==> config.mk <==
export PLATFORM = sky130hd
export DESIGN_NAME = mux16_rr_sched
export DESIGN_NICKNAME = d
export VERILOG_FILES = /design/src/rtl/mux16_sched_pkg.sv /design/src/rtl/mux16_rr_pick16.sv /design/src/rtl/mux_16x1.sv /design/src/rtl/mux16_rr_sched.sv
export SDC_FILE = /design/constraint.sdc
export NUM_CORES = 1
export LEC_CHECK = 0
export BUFFER_PORTS_ARGS = -buffer_cell sky130_fd_sc_hd__buf_2
export CAP_MARGIN = 5
export CORE_MARGIN = 1.5
export CORE_UTILIZATION = 52
export CTS_BUF_LIST = sky130_fd_sc_hd__clkbuf_16
export CTS_CLUSTER_DIAMETER = 150
export DETAILED_ROUTE_END_ITERATION = 8
export GPL_TIMING_DRIVEN = 0
export PLACE_DENSITY = 0.78
export SYNTH_ARGS = -nofsm -noshare
export SYNTH_HDL_FRONTEND = slang
export SYNTH_SLANG_ARGS = --single-unit
==> constraint.sdc <==
create_clock -name clock -period 3.9 [get_ports clock]
set_clock_uncertainty 0.05 [all_clocks]
set_input_delay 0.78 -clock clock [delete_from_list [all_inputs] [get_ports clock]]
set_output_delay 0.78 -clock clock [all_outputs]
set_load 0.03 [all_outputs]
==> src/rtl/mux16_sched_pkg.sv <==
// Shared constants, state encoding and helpers for the 16-way round-robin mux scheduler.
package mux16_sched_pkg;

  localparam int N_REQ = 16;
  localparam int SEL_W = 4;

  typedef enum logic {
    IDLE  = 1'b0,
    GRANT = 1'b1
  } state_e;

  function automatic logic [N_REQ-1:0] onehot(input logic [SEL_W-1:0] idx);
    return {{(N_REQ-1){1'b0}}, 1'b1} << idx;
  endfunction

endpackage

==> src/rtl/mux16_rr_pick16.sv <==
// Rotating priority search: first set request at or after 'start', wrapping mod 16.
module rr_pick16
  import mux16_sched_pkg::*;
(
  input  logic [N_REQ-1:0] req,
  input  logic [SEL_W-1:0] start,
  output logic             found,
  output logic [SEL_W-1:0] idx
);

  logic [SEL_W-1:0] j;

  // Walk from the farthest offset down so the nearest match to 'start' is written last.
  always_comb begin
    // NOTE: every output gets a default before the loop so no latch is inferred.
    found = |req;
    idx   = start;
    j     = start;
    for (int k = N_REQ - 1; k >= 0; k--) begin
      j = start + SEL_W'(k);
      if (req[j]) idx = j;
    end
  end

endmodule

==> src/rtl/mux_16x1.sv <==
// Plain 16:1 single-bit multiplexer used as the shared datapath.
module mux_16x1 (
  input  logic [15:0] d,
  input  logic [3:0]  sel,
  output logic        y
);

  assign y = d[sel];

endmodule

==> src/rtl/mux16_rr_sched.sv <==
// Round-robin scheduler sharing one 16:1 bit mux among 16 requesters, with a burst limit.
module mux16_rr_sched
  import mux16_sched_pkg::*;
#(
  parameter int MAX_BURST = 4
) (
  input  logic             clock,
  input  logic             reset_b,
  input  logic [N_REQ-1:0] req,
  input  logic [N_REQ-1:0] d,
  input  logic             out_ready,
  output logic             out_valid,
  output logic             y,
  output logic [SEL_W-1:0] sel,
  output logic [N_REQ-1:0] grant,
  output logic [SEL_W-1:0] burst_cnt
);

  localparam logic [SEL_W-1:0] MAX_B = SEL_W'(MAX_BURST);

  state_e           state_q, state_d;
  logic [SEL_W-1:0] sel_q, sel_d;
  logic [N_REQ-1:0] grant_q, grant_d;
  logic             valid_q, valid_d;
  logic [SEL_W-1:0] burst_q, burst_d;
  logic [SEL_W-1:0] ptr_q, ptr_d;

  logic [SEL_W-1:0] pick_start;
  logic             pick_found;
  logic [SEL_W-1:0] pick_idx;
  logic             mux_y;

  // On rotation the search starts just past the current owner, which is exactly the new pointer.
  assign pick_start = (state_q == IDLE) ? ptr_q : sel_q + 4'd1;

  rr_pick16 u_pick (
    .req   (req),
    .start (pick_start),
    .found (pick_found),
    .idx   (pick_idx)
  );

  always_comb begin
    state_d = state_q;
    sel_d   = sel_q;
    grant_d = grant_q;
    valid_d = valid_q;
    burst_d = burst_q;
    ptr_d   = ptr_q;
    case (state_q)
      IDLE: begin
        if (pick_found) begin
          state_d = GRANT;
          sel_d   = pick_idx;
          grant_d = onehot(pick_idx);
          valid_d = 1'b1;
          burst_d = 4'd1;
        end
      end
      GRANT: begin
        if (out_ready) begin
          if (req[sel_q] && (burst_q < MAX_B)) begin
            burst_d = burst_q + 4'd1;
          end else begin
            ptr_d = sel_q + 4'd1;
            if (pick_found) begin
              sel_d   = pick_idx;
              grant_d = onehot(pick_idx);
              burst_d = 4'd1;
            end else begin
              state_d = IDLE;
              grant_d = '0;
              valid_d = 1'b0;
              burst_d = '0;
            end
          end
        end
      end
      default: state_d = IDLE;
    endcase
  end

  always_ff @(posedge clock) begin
    // NOTE: state registers use non-blocking assignments so all flops update together.
    if (!reset_b) begin
      state_q <= IDLE;
      sel_q   <= '0;
      grant_q <= '0;
      valid_q <= 1'b0;
      burst_q <= '0;
      ptr_q   <= '0;
    end else begin
      state_q <= state_d;
      sel_q   <= sel_d;
      grant_q <= grant_d;
      valid_q <= valid_d;
      burst_q <= burst_d;
      ptr_q   <= ptr_d;
    end
  end

  mux_16x1 u_mux (
    .d   (d),
    .sel (sel_q),
    .y   (mux_y)
  );

  assign y         = mux_y & valid_q;
  assign out_valid = valid_q;
  assign sel       = sel_q;
  assign grant     = grant_q;
  assign burst_cnt = burst_q;

endmodule

# Word level (Yosys, flattened, before mapping)
# Index checks and enable logic that the tools add are counted.
[totals]
reg_bits = 30
output_inout_bits = 26
wordCells = 132
[classes]
add_sub_neg = 17
n_lt_le_gt_ge = 18
eq_ne = 4
shifts = 1
mux = 76
bitwise_logic = 3
n_reduce_logical = 7
[ops]
columns = ["cell", "n"]
rows = [
  ["two-way mux 4 bit", 23],
  ["less-than comparator 4 x 5 -> 1 bit, second input constant", 17],
  ["binary-select mux 1 bit (select 4 bit)", 18],
  ["two-way mux 16 bit", 4],
  ["adder 4 bit, second input constant", 8],
  ["case mux 16 bit (2 select lines)", 1],
  ["two-way mux 1 bit", 26],
  ["adder 4 x 3 -> 4 bit, second input constant", 4],
  ["case mux 4 bit (2 select lines)", 2],
  ["OR reduction 16 bit", 1],
  ["<< shifter 1 x 4 -> 16 bit, first input constant", 1],
  ["adder 4 x 1 -> 4 bit, second input constant", 3],
  ["adder 4 x 2 -> 4 bit, second input constant", 2],
  ["!= test 2 bit, second input constant", 4],
  ["AND reduction 3 bit", 2],
  ["less-than comparator 4 x 3 -> 1 bit, second input constant", 1],
  ["case mux 1 bit (2 select lines)", 2],
  ["AND reduction 2 bit", 2],
  ["AND reduction 4 bit", 1],
  ["NOT 1 bit", 2],
  ["bitwise AND 1 bit", 1],
  ["logical AND 1 bit", 1],
]

# Depth between registers and ports, before layout
# Gate-level depths: netlist of run 1.
[depth]
depth_word = 26
depth_mapped = 17
ltp_nobuf = 15

# Hierarchy
# Synthesis of run 1 repeated with hierarchy kept, for this count alone.
[hier_totals]
hier_cells = 430
area_unflattened_um2 = 3951.3
[by_module_without_submodules]
columns = ["mod", "instances", "cells_per_inst", "area_each_um2", "seq_area_each_um2"]
rows = [
  ["rr_pick16", 1, 266, 2357.3, 0.0],
  ["mux16_rr_sched", 1, 157, 1458.9, 600.6],
  ["mux_16x1", 1, 7, 135.1, 0.0],
]

# Least setup slack after synthesis of run 1
# No wires, ideal clock.
[synth_path]
kind = "reg-to-reg"
startpoint = "reg sel_q[0], in the netlist sel[0]"
endpoint = "reg grant_q[4], in the netlist grant[4]"
setup_time_ps = 60
t_arrival_ps = 4278
setup_slack_ps = -488
stages_incl_launch_ff = 15
path_buffers = 1
period_less_slack_ps = 4388
path_cell_list = "dfxtp_1 > ha_1 > mux2i_2 > clkbuf_1 > ha_1 > inv_1 > xnor2_2 > mux4_2 > nand2_1 > o221ai_1 > a2111o_1 > a311o_1 > and3_4 > a211oi_2 > a22o_1"
[synth_between]
elab_chain_cells = 26
elab_cells_between_ends = 76
[synth_lines]
columns = ["item", "line_no", "source"]
rows = [
  ["start, declared", "mux16_rr_sched.sv:22", "logic [SEL_W-1:0] sel_q, sel_d;"],
  ["start signal, assigned", "mux16_rr_sched.sv:94", "sel_q <= sel_d;"],
  ["adder 4 x 1 -> 4 bit", "mux16_rr_sched.sv:34", "assign pick_start = (state_q == IDLE) ? ptr_q : sel_q + 4'd1;"],
  ["two-way mux 4 bit", "mux16_rr_sched.sv:34", ""],
  ["adder 4 bit", "mux16_rr_pick16.sv:20", "j = start + SEL_W'(k);"],
  ["binary-select mux 1 bit (select 4 bit)", "mux16_rr_pick16.sv:21", "if (req[j]) idx = j;"],
  ["two-way mux 1 bit (not written as such)", "mux16_rr_pick16.sv:21", ""],
  ["two-way mux 4 bit (16 in a row)", "mux16_rr_pick16.sv:21", ""],
  ["<< shifter 1 x 4 -> 16 bit", "mux16_sched_pkg.sv:13", "return {{(N_REQ-1){1'b0}}, 1'b1} << idx;"],
  ["two-way mux 16 bit", "mux16_rr_sched.sv:66", "if (pick_found) begin"],
  ["two-way mux 16 bit", "mux16_rr_sched.sv:62", "if (req[sel_q] && (burst_q < MAX_B)) begin"],
  ["two-way mux 16 bit", "mux16_rr_sched.sv:61", "if (out_ready) begin"],
  ["case mux 16 bit (2 select lines)", "mux16_rr_sched.sv:50", "case (state_q)"],
  ["end signal, assigned", "mux16_rr_sched.sv:95", "grant_q <= grant_d;"],
  ["end, declared", "mux16_rr_sched.sv:23", "logic [N_REQ-1:0] grant_q, grant_d;"],
]
# Parallel ways exist; a longest one is shown, timed or not. The select of a mux whose other input is x is not followed.
# A chain may end at the register's enable or synchronous reset.

# Worst setup path in the final report of run 1
[layout_path]
startpoint = "reg sel_q[1], in the netlist sel[1]"
endpoint = "reg grant_q[12], in the netlist grant[12]"
# Same word-level chain as after synthesis.

==> flow_summary.json, run 1 <==
{
  "status": "finished with violations",
  "violations": "setup timing",
  "yosys_warnings": 0,
  "fillers": 422,
  "fin_crit_ns": 4.02,
  "p_switching_mw": 2.36,
  "globalRouteOverflowTotal": 0,
  "layout_commonest_cell": "buf_2",
  "dpl.cell_count": 520,
  "grt_util_met2_pct": 57.1,
  "r2r_start": "sel[1]",
  "wl_um": 14500,
  "dieArea_um2": 7460,
  "peakVddDrop_v": 0.000566,
  "drive_above_1_share_pct": 52.1,
  "rsz0062_at_grt": "yes",
  "seq_power_share_pct": 8.3,
  "antenna_left": 0,
  "busiest_layer": "met2",
  "via_per_inst": 7.30,
  "maxSlewViolCount": 0,
  "startpoint": "sel[1]",
  "final_cells": 583,
  "layout_setup_ws_ns": -0.118,
  "power_density_nw_per_um2": 920,
  "ys_seq_area_share_pct": 16.6,
  "min_period_over_period_pct": 103,
  "grt_start_max_net_pins": 13,
  "required_ns": 4.06,
  "route.detailed.drc": 0,
  "crit_type": "reg2reg",
  "synth-async-reset-ratio_pct": 0,
  "worstPathArrival_ns": 4.18,
  "worstMarginPinSlew_ns": 0.851,
  "cp_cell_sequence": "buf_6 > and3_4 > mux2i_4 > nor2_4 > xnor2_1 > mux2i_2 > mux2_2 > or3_4 > a211oi_4 > o41ai_4 > buf_4 > a211oi_4 > a22o_1",
  "grt_usage_pct": 34.7,
  "drt-pass1-iter-count": 5,
  "cp_common_cell": "a211oi_4",
  "setup-violations-final": 10,
  "min_from": "grant[15]",
  "core_area_um2": 6760,
  "leakage_nw": 2.09,
  "synth_ff_type": "dfxtp_1",
  "relSlewSlack_pct": 42.8,
  "syn_to_final_growth_pct": 43.1,
  "via_count": 4257,
  "worst-path-max-fanout": 10,
  "worst_path_max_delay_cell": "xnor2_1",
  "ys_types": 69,
  "layout_common_cells": "buf_2 (61), buf_4 (50), mux4_2 (31), nand2_1 (31), dfxtp_1 (26)",
  "p_clk_share_pct": 7.5,
  "pre_cts_slack_ns": -0.732,
  "antenna_found_initial": 1,
  "tritoncts": "built",
  "synthesis.instances": 380,
  "yosys_register_bits": 30,
  "p_int_mw": 2.40,
  "clock_path_buffers": 2,
  "port_buffers": 60,
  "fmax_mhz": 249,
  "wire_per_inst_um": 24.8,
  "fp.dieH_um": 86.4,
  "ios": 61,
  "cp-end-kind": "register",
  "cts_num_sinks": 30,
  "start_util_pct": 53.5,
  "cp_top_family": "multiplexers",
  "gp_congestion": 0.999,
  "path_buf_inv": 2,
  "use_met3_pct": 6.67,
  "combPwrFrac_pct": 84.2,
  "slowest_delay_ns": 0.62,
  "synthesis.area_um2": 3610,
  "drtIter0Drc": 592,
  "hold_viol": 0,
  "htreeDepth": 2,
  "clk_latency_ns": 0.28,
  "cts_hold_buf": 0,
  "switching_share_pct": 49.5,
  "antenna_cells": 0,
  "synth_edf_count": 0,
  "cts_buffers": 5,
  "hp-class": "reg2reg",
  "fin_nets": 546,
  "syn_nets": 424,
  "avgSynthCellArea_um2": 9.51,
  "cts_root_buf": "clkbuf_16",
  "grt_util_met1_pct": 42.8,
  "rows": 30,
  "grt_pass1_vias": 3808,
  "die_w_um": 86.4,
  "dp_hpwl_um": 8520,
  "critPathLaunchType": "register",
  "maxCapViolations": 0,
  "cts.clk_slew.worst_paths_ns": 0.05,
  "grt_pass1_wl_um": 19900
}
final timing paths:
check	endpoint	slack [ns]	cells after the start
worst max register to register	grant[12]	-0.12	13
worst min register to register	grant[15]	0.40	2
worst max-delay path	grant[12]	-0.12	13
worst min-delay path	grant[15]	0.40	2
logic make-up after synthesis:
logic type / Yosys count / synth area share [%]
compound gates: 98 / 20.1
buf+inv: 32 / 4.26
simple gates: 113 / 15.6
flops: 30 / 16.6
fa+ha+maj: 9 / 3.12
mux: 86 / 36.6
xor+xnor: 12 / 3.74
metrics by stage:
stage               hold WS (ns)  power [mW]  setup TNS, ns  util (%)  cell area, um2
finish                     0.395        4.76         -0.827      76.5            5170
global route               0.424        4.95          -2.90      76.5            5170
CTS                        0.392        4.10              0      71.1            4800
detailed placement         0.386        3.11         -12.63      60.4            4080
global placement           0.383        3.06         -10.99      60.4            4080
floorplan                  0.422        2.53              0         -            3680
worst register-to-register path: stages (launching register included):
cell	delay, ns
dfxtp_2	0.37
buf_6	0.16
and3_4	0.23
mux2i_4	0.38
nor2_4	0.16
xnor2_1	0.62
mux2i_2	0.28
mux2_2	0.35
or3_4	0.35
a211oi_4	0.25
o41ai_4	0.12
buf_4	0.17
a211oi_4	0.28
a22o_1	0.19
registers in the layout (all words and copies together), names as in the netlist:
| signal | flops |
|---|---|
| out_valid | 1 |
| burst_cnt | 4 |
| grant | 16 |
| state_q | 1 |
| sel | 4 |
| ptr_q | 4 |
power groups by stage:
stage / clock network, mW / logic [mW] / registers [mW]
2_1_floorplan: 0 / 2.08 / 0.446
3_3_place_gp: 0 / 2.67 / 0.388
3_5_place_dp: 0 / 2.72 / 0.390
4_1_cts: 0.360 / 3.35 / 0.388
5_1_grt: 0.375 / 4.18 / 0.398
6_report: 0.357 / 4.01 / 0.395
Yosys cell counts, drive strengths merged (6+ instances only):
| cell type | n | area [um2] |
|---|---|---|
| o22ai | 9 | 56.3 |
| dfxtp | 30 | 601 |
| ha | 9 | 113 |
| o21ai | 17 | 85.1 |
| buf | 9 | 66.3 |
| nand3 | 9 | 45.0 |
| a21oi | 20 | 104 |
| inv | 11 | 41.3 |
| nor4 | 6 | 37.5 |
| or2 | 6 | 37.5 |
| nor2 | 26 | 100 |
| xnor2 | 11 | 126 |
| a22o | 8 | 70.1 |
| clkbuf | 11 | 41.3 |
| mux4 | 31 | 698 |
| mux2 | 16 | 180 |
| a211oi | 6 | 60.1 |
| nand2 | 34 | 135 |
| mux2i | 39 | 443 |
area by class of cell:
type | instances | area (um2) | area share (%)
buffer | 14 | 145 | 2.81
timing repair buffer | 120 | 806 | 15.6
inverter | 12 | 50.0 | 0.968
sequential | 30 | 611 | 11.8
multi-input combinational | 319 | 3320 | 64.2
clock inverter | 3 | 13.8 | 0.266
tap | 80 | 100 | 1.94
clock buffer | 5 | 125 | 2.42
layer usage:
metal  part of all wire (%)  routed length, um
met5                      0                  0
met4                    7.6               1100
met3                     11               1530
met2                     47               6840
met1                     35               5000
repair_timing:
| action | CTS | global route |
|---|---|---|
| cloned | 1 | 0 |
| pin swaps | 15 | 29 |
| buffers inserted | 40 | 20 |
| setup endpoints to repair | 20 | 19 |
| gates resized for setup | 50 | 48 |
Power figures use the tool's default switching activity.
==> inputs of run 2 (changes only) <==
--- a/config.mk
+++ b/config.mk
@@ -11,9 +11,11 @@
 export CORE_UTILIZATION = 52
 export CTS_BUF_LIST = sky130_fd_sc_hd__clkbuf_16
 export CTS_CLUSTER_DIAMETER = 150
+export CTS_CLUSTER_SIZE = 16
 export DETAILED_ROUTE_END_ITERATION = 8
 export GPL_TIMING_DRIVEN = 0
 export PLACE_DENSITY = 0.78
+export SETUP_SLACK_MARGIN = 0.15
 export SYNTH_ARGS = -nofsm -noshare
 export SYNTH_HDL_FRONTEND = slang
 export SYNTH_SLANG_ARGS = --single-unit
==> run 2 against run 1 <==
  * The flow still finishes with violations (setup timing)
  * Via count rose by 1.0%
  * Die area did not move
  * Setup slack improved by 0.079 ns
  * Highest routed layer unchanged
==> flow_summary.json, run 2 (same netlist as run 1, synthesis figures left out) <==
{
  "dieArea_um2": 7460,
  "maxSlewViolCount": 0,
  "globalRouteOverflowTotal": 0,
  "multiInputGateArea_um2": 3380,
  "leakage_nw": 2.16,
  "clk_latency_ns": 0.28,
  "fin_nets": 555,
  "worst-path-max-fanout": 5,
  "peakVddDrop_v": 0.000650,
  "layout_common_cells": "buf_2 (61), buf_4 (55), mux4_2 (31)",
  "rsz0062_at_grt": "yes",
  "fmax_mhz": 254,
  "route.detailed.drc": 0,
  "drtIter0Drc": 684,
  "path_buf_inv": 5,
  "htreeDepth": 2,
  "cp_cell_sequence": "ha_4 > xor2_2 > mux2i_4 > buf_8 > ha_4 > inv_4 > a31o_4 > o21a_1 > or2_4 > buf_6 > mux2i_4 > nand2_4 > or3_4 > a211oi_4 > o41ai_4 > buf_6 > a211oi_2 > buf_4 > a22o_1",
  "grt_start_max_net_pins": 13,
  "drive_above_1_share_pct": 55.1,
  "p_int_mw": 2.57,
  "dp_hpwl_um": 8020,
  "combPwrFrac_pct": 84.8,
  "status": "finished with violations",
  "power_density_nw_per_um2": 949,
  "grt_usage_pct": 31.7,
  "fin_crit_ns": 3.94,
  "rows": 30,
  "required_ns": 4.07,
  "setup-violations-final": 6,
  "seqCellArea_um2": 613,
  "fillers": 366,
  "p_clk_share_pct": 7.4,
  "port_buffers": 60,
  "seq_power_share_pct": 7.8,
  "cts_hold_buf": 0,
  "cts_root_buf": "clkbuf_16",
  "hp-class": "reg2reg",
  "finalPower_mw": 5.04,
  "cts_buffers": 5,
  "core_area_um2": 6760,
  "largest_reg_flops": 16,
  "grt_pass1_vias": 3615,
  "cts.clk_slew.worst_paths_ns": 0.05,
  "grt_pass1_wl_um": 18400,
  "antenna_left": 0,
  "worstMarginPinSlew_ns": 0.926,
  "maxCapViolations": 0,
  "final_area_um2": 5310,
  "p_switching_mw": 2.47,
  "worstPathArrival_ns": 4.11,
  "worst_path_max_delay_cell": "dfxtp_4",
  "antenna_cells": 0,
  "whs_path_depth": 2,
  "crit_type": "reg2reg",
  "holdPathEnd": "grant[7]",
  "place_area_um2": 4150,
  "r2r_slack_ns": -0.04,
  "fp.dieH_um": 86.4,
  "start_util_pct": 53.5,
  "violations": "setup timing",
  "ios": 61,
  "min_from": "grant[7]",
  "reg2reg_depth": 19,
  "antenna_found_initial": 0,
  "startpoint": "sel[0]",
  "cts_num_sinks": 30,
  "critPathLaunchType": "register",
  "drt-pass1-iter-count": 7,
  "r2r_start": "sel[0]",
  "cp-end-kind": "register",
  "switching_share_pct": 49.0,
  "layout_setup_ws_ns": -0.0394,
  "gp_congestion": 0.945,
  "relSlewSlack_pct": 37.8,
  "die_w_um": 86.4,
  "slowest_delay_ns": 0.36,
  "reg2reg_to": "grant[8]",
  "min_period_over_period_pct": 101,
  "wire_per_inst_um": 24.2,
  "wl_um": 14300,
  "via_count": 4300,
  "cp_top_family": "compound AO/OA/AOI/OAI gates",
  "clock_path_buffers": 2,
  "tritoncts": "built",
  "syn_to_final_growth_pct": 47.0,
  "layout_commonest_cell": "buf_2",
  "hold_viol": 0,
  "via_per_inst": 7.26
}
[run 2: worst register-to-register path, stage by stage (launching register included)]
cell and delay [ns]:
dfxtp_4 0.36, ha_4 0.16, xor2_2 0.16, mux2i_4 0.28
buf_8 0.17, ha_4 0.15, inv_4 0.04, a31o_4 0.23
o21a_1 0.14, or2_4 0.24, buf_6 0.14, mux2i_4 0.26
nand2_4 0.12, or3_4 0.36, a211oi_4 0.26, o41ai_4 0.12
buf_6 0.15, a211oi_2 0.17, buf_4 0.16, a22o_1 0.13
[run 2: area by class of cell]
cell class,instances,area share [%]
clock inverters,3,0.306
multi-input cells,318,63.6
plain buffers,20,3.82
well taps,80,1.88
repair buffers,124,15.4
flip-flops and latches,30,11.5
clock buffers,5,2.36
inverters,12,1.04
[run 2: timing repair]
action,in CTS,in global routing
resized for setup,51,59
pin swaps,18,37
endpoints found under the hold margin,0,0
endpoints found under the setup margin,20,20
buffers inserted,42,22
[run 2: worst max-delay path by stage]
| stage | end | cells after the start | slack, ns |
|---|---|---|---|
| after floorplan | grant[0] | 17 | 0.09 |
| after CTS | grant[0] | 15 | 0.15 |
| after global placement | grant[0] | 14 | -0.48 |
| after detailed placement | grant[0] | 14 | -0.59 |
| after global routing | grant[13] | 19 | -0.14 |
| final | grant[8] | 19 | -0.04 |
[run 2: power by group through the flow]
stage	Sequential, mW	Clock, mW	Combinational [mW]
global placement	0.393	0	2.69
floorplan	0.451	0	2.14
CTS	0.389	0.365	3.39
detailed placement	0.394	0	2.76
global route	0.394	0.387	4.42
finish	0.391	0.375	4.27
[run 2: metal layers]
metal	part of all wire, %	global-route usage [%]
met1	36	40.9
met2	46	52.3
met3	11	6.95
met4	7.5	11.7
met5	0	0
[run 2: through the flow]
stage | hold WS [ns] | setup WS, ns | utilization [%] | cells | TNS [ns]
floorplan | 0.422 | 0.0932 | - | 380 | 0
global placement | 0.385 | -0.482 | 61.4 | 520 | -8.38
detailed placement | 0.393 | -0.593 | 61.4 | 520 | -10.01
CTS | 0.399 | 0.150 | 72.2 | 570 | 0
global route | 0.414 | -0.139 | 78.6 | 592 | -1.47
finish | 0.394 | -0.0394 | 78.6 | 592 | -0.0872
==> inputs of run 3 (changes only) <==
--- a/config.mk
+++ b/config.mk
@@ -7,14 +7,16 @@
 export LEC_CHECK = 0
 export BUFFER_PORTS_ARGS = -buffer_cell sky130_fd_sc_hd__buf_2
 export CAP_MARGIN = 5
-export CORE_MARGIN = 1.5
-export CORE_UTILIZATION = 52
+export CELL_PAD_IN_SITES_DETAIL_PLACEMENT = 0
+export CELL_PAD_IN_SITES_GLOBAL_PLACEMENT = 2
+export CORE_MARGIN = 2
+export CORE_UTILIZATION = 32
 export CTS_BUF_LIST = sky130_fd_sc_hd__clkbuf_16
 export CTS_CLUSTER_DIAMETER = 150
 export CTS_CLUSTER_SIZE = 16
 export DETAILED_ROUTE_END_ITERATION = 8
 export GPL_TIMING_DRIVEN = 0
-export PLACE_DENSITY = 0.78
+export PLACE_DENSITY_LB_ADDON = 0.1
 export SETUP_SLACK_MARGIN = 0.15
 export SYNTH_ARGS = -nofsm -noshare
 export SYNTH_HDL_FRONTEND = slang
==> run 3 against run 2 <==
  * The flow now finishes without violations
  * Total power rose by 0.18%
  * Final area rose by 5.0%
  * Global-route usage fell by 10 points
  * Routed wire length fell by 12%
  * Clock power barely moved
  * Non-clock buffer count rose by 13
  * Critical path depth fell by 3
  * Sequential power barely moved
  * Register-to-register slack improved by 0.14 ns
  * Critical path type unchanged
  * Largest cell class unchanged
==> flow_summary.json, run 3 (same netlist as run 1, synthesis figures left out) <==
{
  "antenna_cells": 0,
  "relSlewSlack_pct": 55.3,
  "syn_to_final_growth_pct": 54.3,
  "via_count": 3794,
  "rsz0062_at_grt": "yes",
  "fin_nets": 568,
  "fillers": 1023,
  "cp-end-kind": "register",
  "dp_hpwl_um": 9120,
  "leakage_nw": 2.27,
  "dpl.cell_count": 580,
  "power_density_nw_per_um2": 905,
  "dieArea_um2": 12200,
  "final_area_um2": 5580,
  "p_clk_share_pct": 7.4,
  "layout_setup_ws_ns": 0.0998,
  "globalRouteOverflowTotal": 0,
  "wire_per_inst_um": 19.0,
  "hold_viol": 0,
  "ios": 61,
  "die_w_um": 110,
  "worst-path-max-fanout": 12,
  "grt_pass1_vias": 3592,
  "worst_path_max_delay_cell": "dfxtp_4",
  "htreeDepth": 2,
  "maxCapViolations": 0,
  "p_int_mw": 2.71,
  "clk_latency_ns": 0.27,
  "worstPathArrival_ns": 3.97,
  "wl_um": 12600,
  "grt_usage_pct": 21.3,
  "fmax_mhz": 263,
  "fin_setup_tns_ns": 0,
  "worstMarginPinSlew_ns": 0.667,
  "core_area_um2": 10900,
  "place_area_um2": 4220,
  "pre_cts_slack_ns": -0.759,
  "via_per_inst": 5.71,
  "cts_root_buf": "clkbuf_16",
  "rows": 38,
  "tritoncts": "built",
  "critPathLaunchType": "register",
  "grt_pass1_wl_um": 19600,
  "required_ns": 4.07,
  "drt-pass1-iter-count": 5,
  "peakVddDrop_v": 0.000303,
  "grt_start_max_net_pins": 13,
  "largest_reg_flops": 16,
  "drtIter0Drc": 227,
  "port_buffers": 60,
  "clock_path_buffers": 2,
  "fin_crit_ns": 3.80,
  "cts_hold_buf": 0,
  "start_util_pct": 33.1,
  "antenna_found_initial": 0,
  "crit_type": "reg2reg",
  "maxSlewViolCount": 0,
  "slowest_delay_ns": 0.36,
  "hp-class": "reg2reg",
  "cp_cell_sequence": "ha_4 > xor2_4 > mux2i_4 > buf_12 > clkbuf_16 > ha_1 > buf_8 > mux4_2 > buf_4 > o2bb2ai_2 > nor2_1 > a221o_1 > a311o_1 > and3_4 > a211oi_4 > a22o_1",
  "cts_num_sinks": 30,
  "setup-violations-final": 0,
  "layout_common_cells": "buf_4 (64), buf_2 (62), mux4_2 (31)",
  "seq_power_share_pct": 7.7,
  "antenna_left": 0,
  "switching_share_pct": 46.3,
  "min_period_over_period_pct": 97.4,
  "combPwrFrac_pct": 84.9,
  "cts_buffers": 5,
  "final_cells": 665,
  "drive_above_1_share_pct": 56.8,
  "layout_commonest_cell": "buf_4",
  "route.detailed.drc": 0,
  "cts.clk_slew.worst_paths_ns": 0.06,
  "p_switching_mw": 2.34,
  "status": "completed",
  "fp.dieH_um": 110,
  "gp_congestion": 0.837,
  "finalPower_mw": 5.05
}
==> run 3: changes by cell type in the layout (fill, tap and decap cells not counted), moves of 3 or more <==
cell     delta
buf_4       +9
xnor2_2     -3
nand2_1     -4
xnor2_4     +3
buf_12      +4
nand2_2     +3
==> run 3: power by group through the flow <==
stage / Clock (mW) / Combinational (mW) / Sequential [mW]
2_1_floorplan: 0 / 2.14 / 0.451
3_3_place_gp: 0 / 2.85 / 0.395
3_5_place_dp: 0 / 2.84 / 0.396
4_1_cts: 0.385 / 3.87 / 0.390
5_1_grt: 0.397 / 4.55 / 0.395
6_report: 0.372 / 4.29 / 0.389
==> run 3: worst max-delay path, delay by kind of cell, from the launching register on <==
kind,cells,cell delay [ns]
AOI/OAI and AO/OA,5,1.31
xor gates and xnor gates,1,0.18
adders and majority gates,2,0.47
buffers and inverters,4,0.63
DFF,1,0.36
muxes,2,0.44
and+or+nand+nor,2,0.28
==> run 3: what timing repair did <==
action | 4_1_cts | 5_1_grt
resized for setup | 74 | 45
hold endpoints to repair | 0 | 0
endpoints found under the setup margin | 20 | 20
buffers inserted | 64 | 12
pin swaps | 30 | 20
gates cloned | 0 | 1
==> run 3: final timing paths <==
kind	slack (ns)	cells past startpoint	to	start
setup reg to reg	0.1	16	grant[0]	sel[0]
hold / removal	0.39	2	grant[15]	grant[15]
setup / recovery	0.1	16	grant[0]	sel[0]
hold reg to reg	0.39	2	grant[15]	grant[15]
==> run 3: area by class of cell <==
| class | count | area, um2 | share of cell area, % |
|---|---|---|---|
| clock inverters | 3 | 15.0 | 0.269 |
| multi-input cells | 318 | 3400 | 61.1 |
| repair buffers | 137 | 966 | 17.3 |
| flip-flops and latches | 30 | 613 | 11.0 |
| clock buffers | 5 | 125 | 2.24 |
| inverters | 12 | 55.1 | 0.987 |
| well taps | 140 | 175 | 3.14 |
| plain buffers | 20 | 223 | 3.99 |
==> run 3: through the flow <==
stage / util, % / hold slack [ns]
floorplan: - / 0.422
global placement: 38.6 / 0.383
detailed placement: 38.6 / 0.390
CTS: 48.3 / 0.397
global route: 51.0 / 0.426
finish: 51.0 / 0.394
==> run 3: per-layer routing <==
metal / up-vias / GRT usage (%) / wire [um]
li1: 1793 / - / -
met5: - / 0 / 0
met4: 0 / 5.00 / 189
met3: 12 / 3.23 / 589
met1: 1851 / 30.0 / 5760
met2: 138 / 34.4 / 6070
